File: src/rtl/cache_pkg.sv
// Shared types and default geometry for the direct-mapped cache controller.
package cache_pkg;

    localparam int DEF_AWIDTH = 9;
    localparam int DEF_DWIDTH = 32;
    localparam int DEF_IDX_W  = 4;
    localparam int DEF_CNT_W  = 16;
    localparam int TAG_W      = DEF_AWIDTH - DEF_IDX_W;
    localparam int NLINES     = 1 << DEF_IDX_W;

    typedef enum logic [2:0] {
        IDLE,
        CMP,
        MRD,
        MFILL,
        MWR,
        MWDONE
    } state_t;

endpackage

File: src/rtl/cache_line_store.sv
// Valid/tag/data arrays for a direct-mapped cache: one combinational read
// port, one write port and a single-cycle invalidate of every line.
module cache_line_store #(
    parameter int IDX_W  = 4,
    parameter int TAG_W  = 5,
    parameter int DWIDTH = 32
) (
    input  logic              clk,
    input  logic              reset_n,
    input  logic [IDX_W-1:0]  rd_idx,
    output logic              rd_valid,
    output logic [TAG_W-1:0]  rd_tag,
    output logic [DWIDTH-1:0] rd_data,
    input  logic              we,
    input  logic [IDX_W-1:0]  wr_idx,
    input  logic [TAG_W-1:0]  wr_tag,
    input  logic [DWIDTH-1:0] wr_data,
    input  logic              wr_set_valid,
    input  logic              clear_all
);

    localparam int NL = 1 << IDX_W;

    logic [NL-1:0]     valid;
    logic [TAG_W-1:0]  tag_mem  [NL];
    logic [DWIDTH-1:0] data_mem [NL];

    assign rd_valid = valid[rd_idx];
    assign rd_tag   = tag_mem[rd_idx];
    assign rd_data  = data_mem[rd_idx];

    // Only the valid bits need a reset; tag/data are qualified by them.
    always_ff @(posedge clk) begin
        if (!reset_n) begin
            valid <= '0;
        end else if (clear_all) begin
            valid <= '0;
        end else if (we && wr_set_valid) begin
            valid[wr_idx] <= 1'b1;
        end
    end

    always_ff @(posedge clk) begin
        if (we) begin
            tag_mem[wr_idx]  <= wr_tag;
            data_mem[wr_idx] <= wr_data;
        end
    end

endmodule

File: src/rtl/dm_cache_ctrl.sv
// Direct-mapped, write-through, no-write-allocate cache controller with
// saturating hit/miss counters and whole-cache flush.
module dm_cache_ctrl
    import cache_pkg::*;
#(
    parameter int AWIDTH = DEF_AWIDTH,
    parameter int DWIDTH = DEF_DWIDTH,
    parameter int IDX_W  = DEF_IDX_W,
    parameter int CNT_W  = DEF_CNT_W
) (
    input  logic              clk,
    input  logic              reset_n,
    input  logic              cpu_req,
    input  logic              cpu_we,
    input  logic [AWIDTH-1:0] cpu_addr,
    input  logic [DWIDTH-1:0] cpu_wdata,
    output logic [DWIDTH-1:0] cpu_rdata,
    output logic              cpu_ack,
    input  logic              flush,
    output logic              rd_mem,
    output logic              wr_mem,
    output logic [AWIDTH-1:0] mem_addr,
    output logic [DWIDTH-1:0] mem_wdata,
    input  logic [DWIDTH-1:0] mem_rdata,
    input  logic              ready_mem,
    output logic [CNT_W-1:0]  hit_cnt,
    output logic [CNT_W-1:0]  miss_cnt
);

    localparam int LTAG_W = AWIDTH - IDX_W;

    state_t state, next_state;

    logic              req_we;
    logic [AWIDTH-1:0] req_addr;
    logic [DWIDTH-1:0] req_wdata;
    logic              flush_pend;
    logic              accept;

    logic [IDX_W-1:0]  req_idx;
    logic [LTAG_W-1:0] req_tag;
    logic              rd_valid;
    logic [LTAG_W-1:0] rd_tag;
    logic [DWIDTH-1:0] rd_data;
    logic              line_hit;
    logic              st_we;
    logic [DWIDTH-1:0] st_data;
    logic              clear_all;

    assign req_idx   = req_addr[IDX_W-1:0];
    assign req_tag   = req_addr[AWIDTH-1:IDX_W];
    assign line_hit  = rd_valid && (rd_tag == req_tag);
    assign st_data   = req_we ? req_wdata : mem_rdata;
    assign mem_addr  = req_addr;
    assign mem_wdata = req_wdata;

    cache_line_store #(
        .IDX_W (IDX_W),
        .TAG_W (LTAG_W),
        .DWIDTH(DWIDTH)
    ) u_store (
        .clk         (clk),
        .reset_n     (reset_n),
        .rd_idx      (req_idx),
        .rd_valid    (rd_valid),
        .rd_tag      (rd_tag),
        .rd_data     (rd_data),
        .we          (st_we),
        .wr_idx      (req_idx),
        .wr_tag      (req_tag),
        .wr_data     (st_data),
        .wr_set_valid(1'b1),
        .clear_all   (clear_all)
    );

    always_comb begin
        next_state = state;
        rd_mem     = 1'b0;
        wr_mem     = 1'b0;
        st_we      = 1'b0;
        clear_all  = 1'b0;
        accept     = 1'b0;
        case (state)
            IDLE: begin
                // A flush always wins over a waiting request.
                if (flush || flush_pend) begin
                    clear_all = 1'b1;
                end else if (cpu_req && !cpu_ack) begin
                    accept     = 1'b1;
                    next_state = CMP;
                end
            end
            CMP: begin
                if (req_we)        next_state = MWR;
                else if (line_hit) next_state = IDLE;
                else               next_state = MRD;
            end
            MRD: begin
                rd_mem     = 1'b1;
                next_state = MFILL;
            end
            MFILL: begin
                st_we      = 1'b1;
                next_state = IDLE;
            end
            MWR: begin
                wr_mem     = 1'b1;
                st_we      = line_hit;
                next_state = MWDONE;
            end
            MWDONE: begin
                if (ready_mem) next_state = IDLE;
            end
            default: next_state = IDLE;
        endcase
    end

    always_ff @(posedge clk) begin
        if (!reset_n) begin
            state      <= IDLE;
            req_we     <= 1'b0;
            req_addr   <= '0;
            req_wdata  <= '0;
            flush_pend <= 1'b0;
            cpu_ack    <= 1'b0;
            cpu_rdata  <= '0;
            hit_cnt    <= '0;
            miss_cnt   <= '0;
        end else begin
            state   <= next_state;
            cpu_ack <= (state == CMP && !req_we && line_hit) ||
                       (state == MFILL) ||
                       (state == MWDONE && ready_mem);
            if (accept) begin
                req_we    <= cpu_we;
                req_addr  <= cpu_addr;
                req_wdata <= cpu_wdata;
            end
            if (state == IDLE)  flush_pend <= 1'b0;
            else if (flush)     flush_pend <= 1'b1;
            if (state == CMP && !req_we && line_hit) cpu_rdata <= rd_data;
            else if (state == MFILL)                 cpu_rdata <= mem_rdata;
            // Counters stick at all-ones rather than wrapping.
            if (state == CMP && !req_we) begin
                if (line_hit) begin
                    if (hit_cnt != '1) hit_cnt <= hit_cnt + CNT_W'(1);
                end else begin
                    if (miss_cnt != '1) miss_cnt <= miss_cnt + CNT_W'(1);
                end
            end
        end
    end

endmodule

File: config.mk
export PLATFORM = sky130hd
export DESIGN_NAME = dm_cache_ctrl
export DESIGN_NICKNAME = d
export VERILOG_FILES = /design/src/rtl/cache_pkg.sv /design/src/rtl/cache_line_store.sv /design/src/rtl/dm_cache_ctrl.sv
export SDC_FILE = /design/constraint.sdc
export NUM_CORES = 1
export LEC_CHECK = 0
export CORE_MARGIN = 4
export CORE_UTILIZATION = 64
export CTS_BUF_LIST = sky130_fd_sc_hd__clkbuf_2
export DETAILED_ROUTE_END_ITERATION = 10
export PLACE_DENSITY = 0.84
export RECOVER_POWER = 25
export SLEW_MARGIN = 15
export SYNTH_ARGS = -nofsm -noshare
export SYNTH_HDL_FRONTEND = slang
export SYNTH_SLANG_ARGS = --single-unit
File: constraint.sdc
create_clock -name clk -period 10.6 [get_ports clk]
set_input_delay 1.59 -clock clk [delete_from_list [all_inputs] [get_ports clk]]
set_output_delay 1.59 -clock clk [all_outputs]
set_load 0.005 [all_outputs]
==> results.toml <==
[clocking]
cts-htree-levels = 4
cts_buffers = 170
cts_resized = 0
post_cts_buffers = 0
clk_pin_slew_ns = 0.11
clock_path_buffers = 3
cts_num_sinks = 723
clkLatencyLatePin_ns = 1.13
cts_root_buf = "clkbuf_2"
hold_buffers = 0
cts_tree = "yes"

[power_and_ir_drop]
power_mw = 5.179
powerDensity_nw_per_um2 = 160.3
vdd_drop_max_v = 0.00009288
power_leakage_nw = 10.53

[logic_synthesis]
ys.flop_type = "edfxtp_1"
async_flop_share = 0
synth_warnings = 0
synth-edff-count = 592
yosysSeqAreaShare = 0.7242
yosysUniqueCellTypes = 51
syn-instance-count = 1527
netlist_area_um2 = 28170
synth.net_count = 1608
synth.avg_cell_area_um2 = 18.45
ys_seq_elements = 723

[sta]
whs_ns = 0.4714
period_needed_ns = 5.315
max_freq_mhz = 188.2
worstMarginPinSlew_ns = 2.760
finalClockSkew_ns = 0.06985
tns_ns = 0
period_share = 0.5014
slew_headroom = -0.8398
setup_violations = 0
rsz0062_at_grt = "no"
worst_slack_ns = 5.285
final_max_slew_viol_count = 35
hold_viol_final = 0

[setup_path]
r2r_slack_ns = 5.29
end_kind = "register"
worstPathCellList = "buf_4 -> mux2i_1 -> mux4_2 -> xnor2_1 -> a211o_1 -> nand2_1 -> a31oi_1 -> nand2b_1 -> nor2_4 -> buf_4"
critPathMostFrequentCell = "buf_4"
crit_arrival_ns = 6.09
critPathBufInv = 2
cp_top_family = "simple AND/OR/NAND/NOR gates"
critPathKind = "register to register"
reg2reg_to = "u_store.data_mem[4][26]$_DFFE_PP_"
cp_max_fo = 52
endpoint = "u_store.data_mem[4][26]$_DFFE_PP_"
worst_path_max_delay_cell = "dfxtp_4"
crit_required_ns = 11.37
worstSetupPathDepth = 10
cp-start-kind = "register"
rr_worst_depth = 10
max_stage_delay_ns = 0.84

[placed_design]
hpwl_um = 37110
gp_congestion = 0.8183
port-buffer-count = 186
place_ws_ns = 5.252
placed_area_um2 = 30780
dp_cells = 2236

[global_routing]
track_usage = 0.2724
grt_pass1_vias = 16774
grt_start_max_net_pins = 105
antenna_found_initial = 2
grt_pass1_wl_um = 96770
overflow = 0

[final_layout]
fillCellCount = 2497
fin_nets = 1904
finish.instance_area_um2 = 32310
finish.utilization = 0.7467
layoutNonFillerInstCount = 2545
layout_commonest_cell = "edfxtp_1"
drive_above_1_share = 0.2700
area_growth_pct = 14.70
mostFrequentLayoutCells = "edfxtp_1 (592), clkbuf_2 (274), clkdlybuf4s50_1 (186), mux4_2 (181), dfxtp_1 (127)"

[route]
drtPass1Iterations = 5
detail_route.vias_per_cell = 6.219
drtIter0Drc = 1878
wirelength_um = 63530
via_count = 15827
post_drt_wl_per_cell_um = 24.96
drc = 0
antenna_left = 0

[floorplan]
dieWidth_um = 217.8
ios = 187
start_util = 0.6510
core-area_um2 = 43270
die_h_um = 217.8
floorplan.die_area_um2 = 47430
rows = 76

[run]
cap_viol_max_count = 1

[run_status]
violations = "max-capacitance violations, max-slew violations"
outcome = "complete, but fails checks"

[hold_path]
hold_path.class = "register to register"
==> registers in the layout, summed over array words and instances (netlist names), named ones only <==
name / cells
mem_wdata: 32
state: 3
u_store.valid: 16
miss_cnt: 16
mem_addr: 9
flush_pend: 1
u_store.data_mem: 512
cpu_rdata: 32
hit_cnt: 16
req_we: 1
cpu_ack: 1
u_store.tag_mem: 80
==> worst min path at each step <==
| stage | from | endpoint | slack [ns] | depth (start not counted) |
|---|---|---|---|---|
| 6_report | u_store.valid[11]$_SDFFE_PP0P_ | u_store.valid[11]$_SDFFE_PP0P_ | 0.47 | 1 |
| 3_5_place_dp | u_store.valid[11]$_SDFFE_PP0P_ | u_store.valid[11]$_SDFFE_PP0P_ | 0.45 | 1 |
| 2_1_floorplan | u_store.valid[11]$_SDFFE_PP0P_ | u_store.valid[11]$_SDFFE_PP0P_ | 0.44 | 1 |
| 3_3_place_gp | u_store.valid[15]$_SDFFE_PP0P_ | u_store.valid[15]$_SDFFE_PP0P_ | 0.44 | 1 |
| 5_1_grt | u_store.valid[15]$_SDFFE_PP0P_ | u_store.valid[15]$_SDFFE_PP0P_ | 0.49 | 1 |
| 4_1_cts | u_store.valid[11]$_SDFFE_PP0P_ | u_store.valid[11]$_SDFFE_PP0P_ | 0.47 | 1 |
==> power by group <==
| group | internal, mW | switching [mW] | total, mW |
|---|---|---|---|
| registers | 3.10 | 0.0362 | 3.13 |
| clock network | 0.698 | 1.03 | 1.73 |
| logic | 0.149 | 0.165 | 0.314 |
==> area by class of cell <==
class                      instances  area [um^2]  area share
timing repair buffer             211         2058     0.06371
multi-input combinational        708         7536      0.2333
antenna                            1        2.502  0.00007746
tap                              585        732.0     0.02266
inverter                           9        35.03    0.001084
clock buffer                     274         1371     0.04245
clock inverter                    34        160.2    0.004957
sequential                       723        20410      0.6318
==> metal layers <==
layer / up-vias / GRT usage / wire, um
met1: 7948 / 0.3556 / 23730
met3: 113 / 0.06256 / 5405
li1: 6849 / - / -
met4: 0 / 0.1047 / 1616
met2: 917 / 0.4551 / 32780
met5: - / 0 / 0
==> cells by family (layout without fill, tap and decap cells) <==
family,Yosys count,after routing,share of synthesized area
DFF,723,723,0.7242
other,0,1,0
muxes,273,273,0.1789
and+or+nand+nor,282,282,0.04606
AOI/OAI and AO/OA,141,141,0.03363
buffers and inverters,96,528,0.01315
adders and majority gates,2,2,0.0008883
xor gates and xnor gates,10,10,0.003109
==> worst register-to-register path: cells and delay by family, from the launching register on <==
kind / cells / cell delay, ns
and+or+nand+nor: 3 / 1.40
buffers and inverters: 2 / 1.24
DFF: 1 / 0.84
muxes: 2 / 0.74
AOI/OAI and AO/OA: 2 / 0.62
xor gates and xnor gates: 1 / 0.15
==> synth_stat cells (all sizes together), types with 17 or more instances <==
master  number  area share
edfxtp     592        0.63
nor2        68      0.0091
clkbuf      63      0.0084
nand2      116       0.015
dfxtp      131       0.093
nand3       17      0.0030
mux2        34       0.014
buf         24      0.0036
a211oi      34      0.0091
a21oi       59       0.011
mux2i       58       0.021
mux4       181        0.14
(Power assumes the default switching activity.)
